### config.mk
export PLATFORM = sky130hd
export DESIGN_NAME = morse_led
export DESIGN_NICKNAME = d
export VERILOG_FILES = /design/src/rtl/morse_pkg.sv /design/src/rtl/morse_led_unit_timer.sv /design/src/rtl/morse_led.sv
export SDC_FILE = /design/constraint.sdc
export NUM_CORES = 1
export LEC_CHECK = 0
export BUFFER_PORTS_ARGS = -buffer_cell sky130_fd_sc_hd__buf_2
export CORE_MARGIN = 2
export CORE_UTILIZATION = 55
export DETAILED_ROUTE_END_ITERATION = 16
export HOLD_SLACK_MARGIN = 0.06
export PLACE_DENSITY_LB_ADDON = 0.2
export SYNTH_ARGS = -nofsm -noshare
export SYNTH_HDL_FRONTEND = slang
export SYNTH_SLANG_ARGS = --single-unit
### constraint.sdc
create_clock -name CLK -period 3.8 [get_ports CLK]
set_input_delay 0.38 -clock CLK [delete_from_list [all_inputs] [get_ports CLK]]
set_output_delay 0.38 -clock CLK [all_outputs]
set_load 0.05 [all_outputs]
### src/rtl/morse_pkg.sv
// morse_pkg: Morse symbol type, FSM states and ASCII-to-pattern lookup
package morse_pkg;

   typedef struct packed {
      logic [2:0] len;
      logic [4:0] bits;
   } morse_sym_t;

   typedef enum logic [2:0] {S_IDLE, S_ON, S_GAP, S_CGAP, S_WORD} state_t;

   // Element bits are LSB first, 1 = dash
   localparam morse_sym_t LETTERS [26] = '{
      {3'd2, 5'b00010}, {3'd4, 5'b00001}, {3'd4, 5'b00101}, {3'd3, 5'b00001},
      {3'd1, 5'b00000}, {3'd4, 5'b00100}, {3'd3, 5'b00011}, {3'd4, 5'b00000},
      {3'd2, 5'b00000}, {3'd4, 5'b01110}, {3'd3, 5'b00101}, {3'd4, 5'b00010},
      {3'd2, 5'b00011}, {3'd2, 5'b00001}, {3'd3, 5'b00111}, {3'd4, 5'b00110},
      {3'd4, 5'b01011}, {3'd3, 5'b00010}, {3'd3, 5'b00000}, {3'd1, 5'b00001},
      {3'd3, 5'b00100}, {3'd4, 5'b01000}, {3'd3, 5'b00110}, {3'd4, 5'b01001},
      {3'd4, 5'b01101}, {3'd4, 5'b00011}
   };

   function automatic morse_sym_t morse_lookup(input logic [7:0] ascii);
      logic [7:0] c;
      logic [3:0] d;
      c = (ascii >= 8'h61 && ascii <= 8'h7a) ? ascii - 8'h20 : ascii;
      d = c[3:0];
      if (c >= 8'h41 && c <= 8'h5a) return LETTERS[5'(c - 8'h41)];
      // Digits: 1-5 start with dots, 6-9 start with dashes, 0 is all dashes
      if (c >= 8'h30 && c <= 8'h39)
         return {3'd5, d == 4'd0 ? 5'b11111 : d <= 4'd5 ? 5'b11111 << d : 5'b11111 >> (4'd10 - d)};
      return '0;
   endfunction

endpackage

### src/rtl/morse_led_unit_timer.sv
// unit_timer: counts 0..UNIT_CYCLES-1, pulses unit_tick on the last count
module unit_timer #(
   parameter int UNIT_CYCLES = 1_600_000
) (
   input  logic CLK,
   input  logic RST_N,
   input  logic restart,
   output logic unit_tick
);
   localparam int W = $clog2(UNIT_CYCLES);

   logic [W-1:0] cnt_q, cnt_d;

   assign unit_tick = cnt_q == W'(UNIT_CYCLES - 1);

   always_comb cnt_d = (restart || unit_tick) ? '0 : cnt_q + 1'b1;

   always_ff @(posedge CLK or negedge RST_N)
      if (!RST_N) cnt_q <= '0;
      else cnt_q <= cnt_d;

endmodule

### src/rtl/morse_led.sv
// morse_led: plays one ASCII character at a time as Morse code on LED
module morse_led
   import morse_pkg::*;
#(
   parameter int UNIT_CYCLES = 1_600_000
) (
   input  logic       CLK,
   input  logic       RST_N,
   input  logic       char_valid,
   input  logic [7:0] char_data,
   output logic       char_ready,
   output logic       busy,
   output logic       LED
);
   state_t     state_q, state_d;
   logic [4:0] bits_q, bits_d;
   logic [2:0] len_q, len_d;
   logic [2:0] units_q, units_d;
   logic [2:0] dur;
   logic       tick, done, restart;
   morse_sym_t sym;

   unit_timer #(.UNIT_CYCLES(UNIT_CYCLES)) u_timer (
      .CLK      (CLK),
      .RST_N    (RST_N),
      .restart  (restart),
      .unit_tick(tick)
   );

   assign char_ready = state_q == S_IDLE;
   assign busy       = state_q != S_IDLE;
   assign LED        = state_q == S_ON;

   always_comb begin
      state_d = state_q;
      bits_d  = bits_q;
      len_d   = len_q;
      sym     = morse_lookup(char_data);
      dur     = state_q == S_ON   ? (bits_q[0] ? 3'd3 : 3'd1) :
                state_q == S_GAP  ? 3'd1 :
                state_q == S_CGAP ? 3'd3 : 3'd7;
      done    = tick && units_q == dur - 3'd1;
      case (state_q)
         S_IDLE:
            if (char_valid) begin
               bits_d  = sym.bits;
               len_d   = sym.len;
               state_d = sym.len == 3'd0 ? S_WORD : S_ON;
            end
         S_ON:
            if (done) begin
               bits_d  = bits_q >> 1;
               len_d   = len_q - 3'd1;
               state_d = len_q == 3'd1 ? S_CGAP : S_GAP;
            end
         S_GAP:   if (done) state_d = S_ON;
         default: if (done) state_d = S_IDLE;
      endcase
      // Timer and unit counter restart on every state entry and idle in IDLE
      restart = state_q == S_IDLE || state_d != state_q;
      units_d = state_d != state_q ? '0 : units_q + {2'b0, tick};
   end

   always_ff @(posedge CLK or negedge RST_N)
      if (!RST_N) begin
         state_q <= S_IDLE;
         bits_q  <= '0;
         len_q   <= '0;
         units_q <= '0;
      end else begin
         state_q <= state_d;
         bits_q  <= bits_d;
         len_q   <= len_d;
         units_q <= units_d;
      end

endmodule

# Word level (Yosys, flattened, before mapping)
# Memories as Yosys holds them, arrays and structs flattened.
# Cells that the tools add are included.
[totals] n_memories=1 input_bits=11 reg_bits=35 output_inout_bits=3 wordCells=76 rom_bits=256
[op_classes] magnitude_cmp=8 shift=2 bitwise_logic=1 add_sub_neg=7 eq_ne=9 mux=31 n_reduce_logical=12
[memory_table] name="(no name shown)" words=32 word_bits=8 rd=1 rd_clocked_by_memory_dff=0 wr=0 line_no="morse_pkg.sv:27" source="if (c >= 8'h41 && c <= 8'h5a) return LETTERS[5'(c - 8'h41)];"
[op_table] cell="$mux 8" count=7
[op_table] cell="$mux 3" count=11
[op_table] cell="$add 21x1->21 const B" count=1
[op_table] cell="$eq 21x21->1 const B" count=1
[op_table] cell="$mux 21" count=1
[op_table] cell="$mux 5" count=4
[op_table] cell="$ge 8x7->1 const B" count=2
[op_table] cell="$le 8x7->1 const B" count=2
[op_table] cell="$pmux 5 s2" count=1
[op_table] cell="$pmux 3 s3" count=1
[op_table] cell="$ge 8x6->1 const B" count=1
[op_table] cell="$le 8x6->1 const B" count=1
[op_table] cell="$sub 8x6->8 const B" count=1
[op_table] cell="$eq 3x1->1 const B" count=2
[op_table] cell="$eq 3x2->1 const B" count=2
[op_table] cell="$ge 6x6->1 const B" count=1
[op_table] cell="$logic_not 3->1" count=2
[op_table] cell="$not 5->6" count=1
[op_table] cell="$pmux 3 s2" count=1
[op_table] cell="$sub 3x1->3 const B" count=2
[op_table] cell="$shl 5x4->5 const A" count=1
[op_table] cell="$shr 5x4->5 const A" count=1
[op_table] cell="$sub 5x1->5 const B" count=1
[op_table] cell="$le 4x3->1 const B" count=1
[op_table] cell="other kinds (14)" count=21

# Depth between registers and ports, before layout
# Gate-level depths: netlist of the first run.
[depth] ltp_word=20 mapped_depth=12 mapped_depth_nobuf=9

# Cells and area by module
# From an unflattened synthesis of the first run, not the netlist that was laid out.
[unflattened] cells_unflattened=329 area_unflattened_um2=2835.2
[by_module_without_submodules] mod="morse_led" seq_area_each_um2=350.3 instances=1 cells_each=219 area_per_inst_um2=1739.2
[by_module_without_submodules] mod="unit_timer" seq_area_each_um2=525.5 instances=1 cells_each=110 area_per_inst_um2=1096.1

# Least setup slack after synthesis of the first run
# Ideal clock, no wire load.
[synth_timing] kind="in2reg" startpoint="in char_data[0]" endpoint="reg state_q[2]" cell_stages=12 required_time_ns=3.735 path_slack_ns=0.960 setup_ns=0.065 arrival_time_ns=2.774 n_path_buf=3 path_cell_list="clkbuf_1 buf_4 inv_1 ha_1 ha_1 buf_2 nor3b_1 nor4_1 o21ai_0 nand3_1 or4_1 nand2_1"
[synth_via] elab_chain_cells=16 elab_cells_between_ends=27 cone_classes="add/sub (2); order compare (6); mux (13); bitwise (1); reduce/logical (4); memory (1)"
[synth_lines] element="start: declaration" line_no="morse_led.sv:10" source="input logic [7:0] char_data,"
[synth_lines] element="$ge 8x7->1 or $le 8x7->1 (tied branches)" line_no="morse_pkg.sv:25" source="c = (ascii >= 8'h61 && ascii <= 8'h7a) ? ascii - 8'h20 : ascii;"
[synth_lines] element="$logic_and 1x1->1" line_no="morse_pkg.sv:25"
[synth_lines] element="$mux 8 *" line_no="morse_pkg.sv:25"
[synth_lines] element="$sub 5x1->5" line_no="morse_pkg.sv:27"
[synth_lines] element="$not 5->6 (implied by the code)" line_no="morse_pkg.sv:27"
[synth_lines] element="$mem_v2 32x8"
[synth_lines] element="$mux 8 (implied by the code) (2 in a row)" line_no="morse_pkg.sv:27"
[synth_lines] element="$mux 8" line_no="morse_pkg.sv:27"
[synth_lines] element="$mux 8" line_no="morse_pkg.sv:29" source="if (c >= 8'h30 && c <= 8'h39)"
[synth_lines] element="$mux 8" line_no="morse_pkg.sv:31" source="return '0;"
[synth_lines] element="$mux 8 *" line_no="morse_pkg.sv:29"
[synth_lines] element="$logic_not 3->1 *" line_no="morse_led.sv:48" source="state_d = sym.len == 3'd0 ? S_WORD : S_ON;"
[synth_lines] element="$mux 3 *" line_no="morse_led.sv:48"
[synth_lines] element="$mux 3 *" line_no="morse_led.sv:45" source="if (char_valid) begin"
[synth_lines] element="$pmux 3 s3 *" line_no="morse_led.sv:43" source="case (state_q)"
[synth_lines] element="net state_d[2]" line_no="morse_led.sv:15" source="state_t state_q, state_d;"
[synth_lines] element="end signal: assignment" line_no="morse_led.sv:71" source="state_q <= state_d;"
[synth_lines] element="end: declaration" line_no="morse_led.sv:15"
# The timed path passes the listed nets; every way through them passes the cells marked *. The select of a mux whose other input is x is not followed.
# A chain may end at the register's enable or synchronous reset.

# Worst setup path after layout of the first run
# Ends and elaborated chain as after synthesis.

==> impl_metrics.json, run 1 <==
{
  "r2r_start": "state_q[2]",
  "netlist_area_um2": 2816,
  "wl_per_cell_um": 15.09,
  "cts_resized": 0,
  "hold_viol": 0,
  "synthTopCellsByCount": "nor2_1 (41), dfrtp_1 (35), nand2_1 (24), a21oi_1 (22)",
  "synth_fp_nets": 358,
  "r2r-end": "len_q[1]",
  "maxSlewViolCount": 0,
  "ys_ff_latch": 35,
  "ioPinCount": 14,
  "ir_drop_mv": 0.1422,
  "critical_path_class": "primary input to register",
  "layout-drive-gt1-share_pct": 10.42,
  "grt_setup_unrepaired": "no",
  "cts_hold_buf": 0,
  "post-place-ws_ns": 0.6076,
  "slew_headroom_pct": 48.60,
  "setup_slack_ns": 0.8417,
  "start_util_pct": 56.22,
  "setup_viol": 0,
  "hold_class": "primary input to async pin",
  "synth_ff_type": "dfrtp_1",
  "coreArea_um2": 5010,
  "drc": 0,
  "die_h_um": 75.56,
  "yosysMostFrequentCell": "nor2_1",
  "vias_per_cell": 6.015,
  "fmax_mhz": 338.0,
  "grt_pass1_vias": 2149,
  "grt_start_max_net_pins": 36,
  "antenna_found_initial": 0,
  "track_usage_pct": 22.72,
  "wl_met3_um": 328,
  "gr-total-overflow": 0,
  "reg2reg_depth": 6,
  "synthDistinctLibCells": 66,
  "fin_crit_sh_pct": 77.85,
  "final_nets": 362,
  "vias": 2442,
  "powerDensity_nw_per_um2": 262.1,
  "end_kind": "register",
  "arrival_ns": 3.18,
  "dp_hpwl_um": 4354,
  "synth-edff-count": 0,
  "maxCapViolations": 0,
  "topRoutingLayerUsed": "met4",
  "startpoint_type": "primary input",
  "async_reset_ff_share_pct": 100.0,
  "grt_pass1_wl_um": 10130,
  "critPathMaxFanout": 22,
  "syn_avg_cell_area_um2": 8.509,
  "synth_cells": 331,
  "cts_inserted_buffers": 5,
  "worst_pin_slew_ns": 0.7710,
  "dpl.cell_count": 398,
  "p_leak_uw": 0.001319,
  "post_cts_buffers": 0,
  "die_area_um2": 5709,
  "seq_area_frac_synth_pct": 31.10,
  "firstDrtPassIters": 5,
  "cts.sinks": 35,
  "num_antenna_cells": 0,
  "routabilityCongestion": 0.9574,
  "ys_warn_count": 0,
  "dieWidth_um": 75.56,
  "port_buffers": 13,
  "fin_crit_ns": 2.958,
  "clock_skew_ns": 0.01096,
  "cts_root_buffer": "clkbuf_8",
  "drt-met1-wl_um": 2918,
  "cp_data_required_time_ns": 4.02,
  "htree_levels": 2,
  "clk_latency_ns": 0.29,
  "synth.top_cell.area_share_pct": 31.10,
  "cts_tree": "done",
  "synthTopCellsByArea": "dfrtp_1 (31%), ha_1 (7.1%), nor2_1 (5.5%), a21oi_1 (3.9%), xor2_1 (3.7%)",
  "yosys.area.top_type": "dfrtp_1",
  "tns_ns": 0,
  "fin_total_pwr_uw": 780.3,
  "clk_pin_slew_worst_paths_ns": 0.07,
  "status": "complete, no violations",
  "drt-total-wl_um": 6125,
  "first_iter_violations": 172,
  "fp-row-count": 26,
  "wl_met2_um": 2801,
  "areaGrowthSynthToFinish_pct": 5.686,
  "clockBufferDepth": 2,
  "r2r_slack_ns": 1.21,
  "instances_no_fill": 406,
  "antenna_left": 0
}
-- sequential cells by signal, summed over array words and instances, names as in the netlist --
signal         cells
units_q            3
len_q              3
u_timer.cnt_q     21
bits_q             5
state_q            3
-- cells by family after synthesis --
| group | after synthesis | share of synthesized area [%] |
|---|---|---|
| multiplexers | 7 | 3.021 |
| buffers and inverters | 34 | 5.287 |
| AO/OA/AOI/OAI | 83 | 21.01 |
| adder cells (fa/ha/maj) | 16 | 7.108 |
| XOR/XNOR | 23 | 7.819 |
| AND/OR/NAND/NOR | 133 | 24.66 |
| flip-flops | 35 | 31.10 |
-- metrics by stage --
step	area [µm²]	hold WS (ns)	util [%]
after CTS	2977	0.1914	59.42
final	2977	0.1687	59.42
after global routing	2977	0.2405	59.42
after detailed placement	2892	0.4461	57.72
after floorplan	2816	0.08441	-
after global placement	2892	0.4414	57.72
-- layout make-up --
cell class	count	area (µm²)
tap	70	87.58
clock inverter	2	12.51
inverter	17	63.81
sequential	35	875.8
timing repair buffer	14	72.57
multi-input combinational	262	1792
clock buffer	6	72.57
fill	480	2033
-- cells in the final DEF, fill, tap and decap left out, drive strengths merged, types with 3 or more instances in the layout --
cell type,Yosys,final
o21ai,14,14
nor3b,3,3
nor3,8,8
nand2,24,24
or3b,3,3
o31ai,3,3
nor4,3,3
mux2i,4,4
dfrtp,35,35
buf,10,14
xor2,12,12
o21bai,5,5
nand2b,4,4
xnor2,11,11
o22ai,3,3
a21oi,22,22
nor2b,3,3
clkbuf,7,6
and3,3,3
nand4,5,5
a31oi,4,4
and2,4,4
nand3,17,17
or4,3,3
ha,16,16
inv,17,17
a32oi,3,3
nor2,41,41
or2,3,3
-- per-layer routing --
layer / up-vias / track usage [%]
li1: 1200 / -
met3: 7 / 4.233
met2: 64 / 34.30
met5: - / 0
met1: 1171 / 33.31
met4: 0 / 6.433
-- power by group --
group	switching [µW]	total, µW	leakage (µW)	internal (µW)
clock network	133	261	0.0000412	128
registers	0.190	373	0.000459	373
logic	92.8	147	0.000819	54.2
-- worst max path at each step --
| stage | startpoint | end | cells after the start |
|---|---|---|---|
| 6_report | char_data[0] | state_q[2] | 10 |
| 5_1_grt | char_data[0] | state_q[2] | 10 |
| 4_1_cts | char_data[0] | state_q[2] | 10 |
| 3_5_place_dp | char_data[0] | state_q[2] | 10 |
| 3_3_place_gp | char_data[0] | state_q[2] | 10 |
| 2_1_floorplan | char_data[0] | state_q[2] | 12 |
-- critical path, cell delays in order --
cell and delay [ns]:
buf_2 0.32, inv_1 0.20, ha_1 0.26, ha_1 0.73, mux2i_1 0.26, nand4_1 0.11, a32oi_1 0.30, nand3_1 0.13
or4_1 0.41, nand2_1 0.07
Note: power is estimated with default switching activity, not from simulation.
==> inputs of run 2 (changes only) <==
clock period = 2.6 ns   (was 3.8 ns; I/O delays follow)
==> run 2 against run 1 <==
Net effect: flip-flop and latch count did not move; clock skew shrank 0.00056 ns; clock power is 48% higher; critical path depth is the same; total power is 48% higher; clock-buffer cell count shrank 1; hold slack lost 0.12 ns; combinational power rose by 55%; first-iteration DRC count decreased by 9.3%; cell area increased by 2.7%; largest cell class unchanged; largest power group unchanged.
==> impl_metrics.json, run 2 (synthesis results as in run 1) <==
{
  "slew_headroom_pct": 48.88,
  "firstDrtPassIters": 4,
  "post-route-util_pct": 61.04,
  "ir_drop_mv": 0.2119,
  "cts_resized": 0,
  "gr-total-overflow": 0,
  "antenna_left": 0,
  "fmax_mhz": 447.4,
  "final_cell_mix": "nor2_1 (41), dfrtp_1 (35), nand2_1 (24)",
  "vias": 2427,
  "cts_tree": "done",
  "setup_viol": 0,
  "grt_pass1_vias": 2147,
  "fin_crit_ns": 2.235,
  "first_iter_violations": 156,
  "maxCapViolations": 0,
  "clk_pin_slew_worst_paths_ns": 0.07,
  "hold_class": "primary input to async pin",
  "clock_skew_ns": 0.01040,
  "drt-total-wl_um": 6219,
  "powerDensity_nw_per_um2": 378.8,
  "post_cts_buffers": 0,
  "die_area_um2": 5709,
  "worst_pin_slew_ns": 0.7669,
  "fp-row-count": 26,
  "dieWidth_um": 75.56,
  "final_common_cell": "nor2_1",
  "largest_reg_flops": 21,
  "antenna_found_initial": 0,
  "drc": 0,
  "ioPinCount": 14,
  "start_util_pct": 56.22,
  "coreArea_um2": 5010,
  "port_buffers": 13,
  "tns_ns": 0,
  "clk_latency_ns": 0.29,
  "startpoint_type": "primary input",
  "status": "complete, no violations",
  "top_regs": "u_timer.cnt_q: 21 flops, bits_q: 5 flops",
  "cts_hold_buf": 0,
  "track_usage_pct": 23.07,
  "cts_root_buffer": "clkbuf_8",
  "layout-drive-gt1-share_pct": 13.62,
  "critical_path_class": "primary input to register",
  "grt_pass1_wl_um": 10140,
  "p_leak_uw": 0.001368,
  "wl_per_cell_um": 14.99,
  "cts.sinks": 35,
  "dp_hpwl_um": 4639,
  "cp_data_required_time_ns": 2.82,
  "clockBufferDepth": 2,
  "largest-register": "u_timer.cnt_q",
  "areaGrowthSynthToFinish_pct": 8.574,
  "reg2reg_depth": 6,
  "grt_start_max_net_pins": 36,
  "dpl.cell_count": 407,
  "critPathMaxFanout": 15,
  "htree_levels": 2,
  "num_antenna_cells": 0,
  "final_nets": 371,
  "routabilityCongestion": 0.8912,
  "fin_crit_sh_pct": 85.97,
  "die_h_um": 75.56,
  "hold_viol": 0,
  "vias_per_cell": 5.848,
  "arrival_ns": 2.46,
  "instances_no_fill": 415,
  "end_kind": "register",
  "grt_setup_unrepaired": "no",
  "cts_inserted_buffers": 5,
  "maxSlewViolCount": 0
}
==> run 2: metal layers <==
layer / vias to the layer above / GRT usage, % / part of all wire [%]
met4: 0 / 5.848 / 1.0
li1: 1222 / - / -
met2: 66 / 36.23 / 46
met5: - / 0 / 0
met3: 6 / 3.439 / 5.3
met1: 1133 / 33.44 / 48
==> run 2: report_power, final <==
part           switching, µW  internal (µW)
sequential             0.273            544
combinational            139           88.9
clock                    200            186
total                    339            820
==> run 2: final cells by class <==
| class | count | area [µm²] |
|---|---|---|
| inverter | 17 | 63.81 |
| clock inverter | 3 | 20.02 |
| multi-input combinational | 262 | 1802 |
| fill | 485 | 1952 |
| timing repair buffer | 23 | 140.1 |
| clock buffer | 5 | 68.82 |
| sequential | 35 | 875.8 |
| tap | 70 | 87.58 |
==> run 2: worst max-delay path, stage by stage <==
cell     delay [ns]
buf_2          0.08
inv_1          0.05
ha_1           0.21
ha_1           0.62
mux2i_1        0.24
nand4_1        0.11
a32oi_1        0.28
nand3_1        0.13
or4_1          0.40
nand2_1        0.07
==> run 2: final timing paths <==
kind                                   from                to  slack [ns]
setup / recovery               char_data[0]        state_q[2]        0.36
hold / removal                        RST_N        state_q[0]        0.05
setup reg to reg                 state_q[2]          len_q[1]        0.47
hold reg to reg            u_timer.cnt_q[0]  u_timer.cnt_q[0]        0.46
max in group asynchronous             RST_N        units_q[0]        2.05
min in group CLK           u_timer.cnt_q[0]  u_timer.cnt_q[0]        0.46
==> run 2: through the flow <==
step	setup WS, ns	total power, µW	hold WS [ns]	instance area (µm²)
after floorplan	0.01683	712.9	-0.03559	2828
after global placement	0.1674	779.2	0.3811	2969
after global routing	0.1761	1216	0.1037	3058
after detailed placement	0.1214	780.4	0.3720	2969
after CTS	0.4130	1167	0.06855	3058
final	0.3649	1158	0.04586	3058
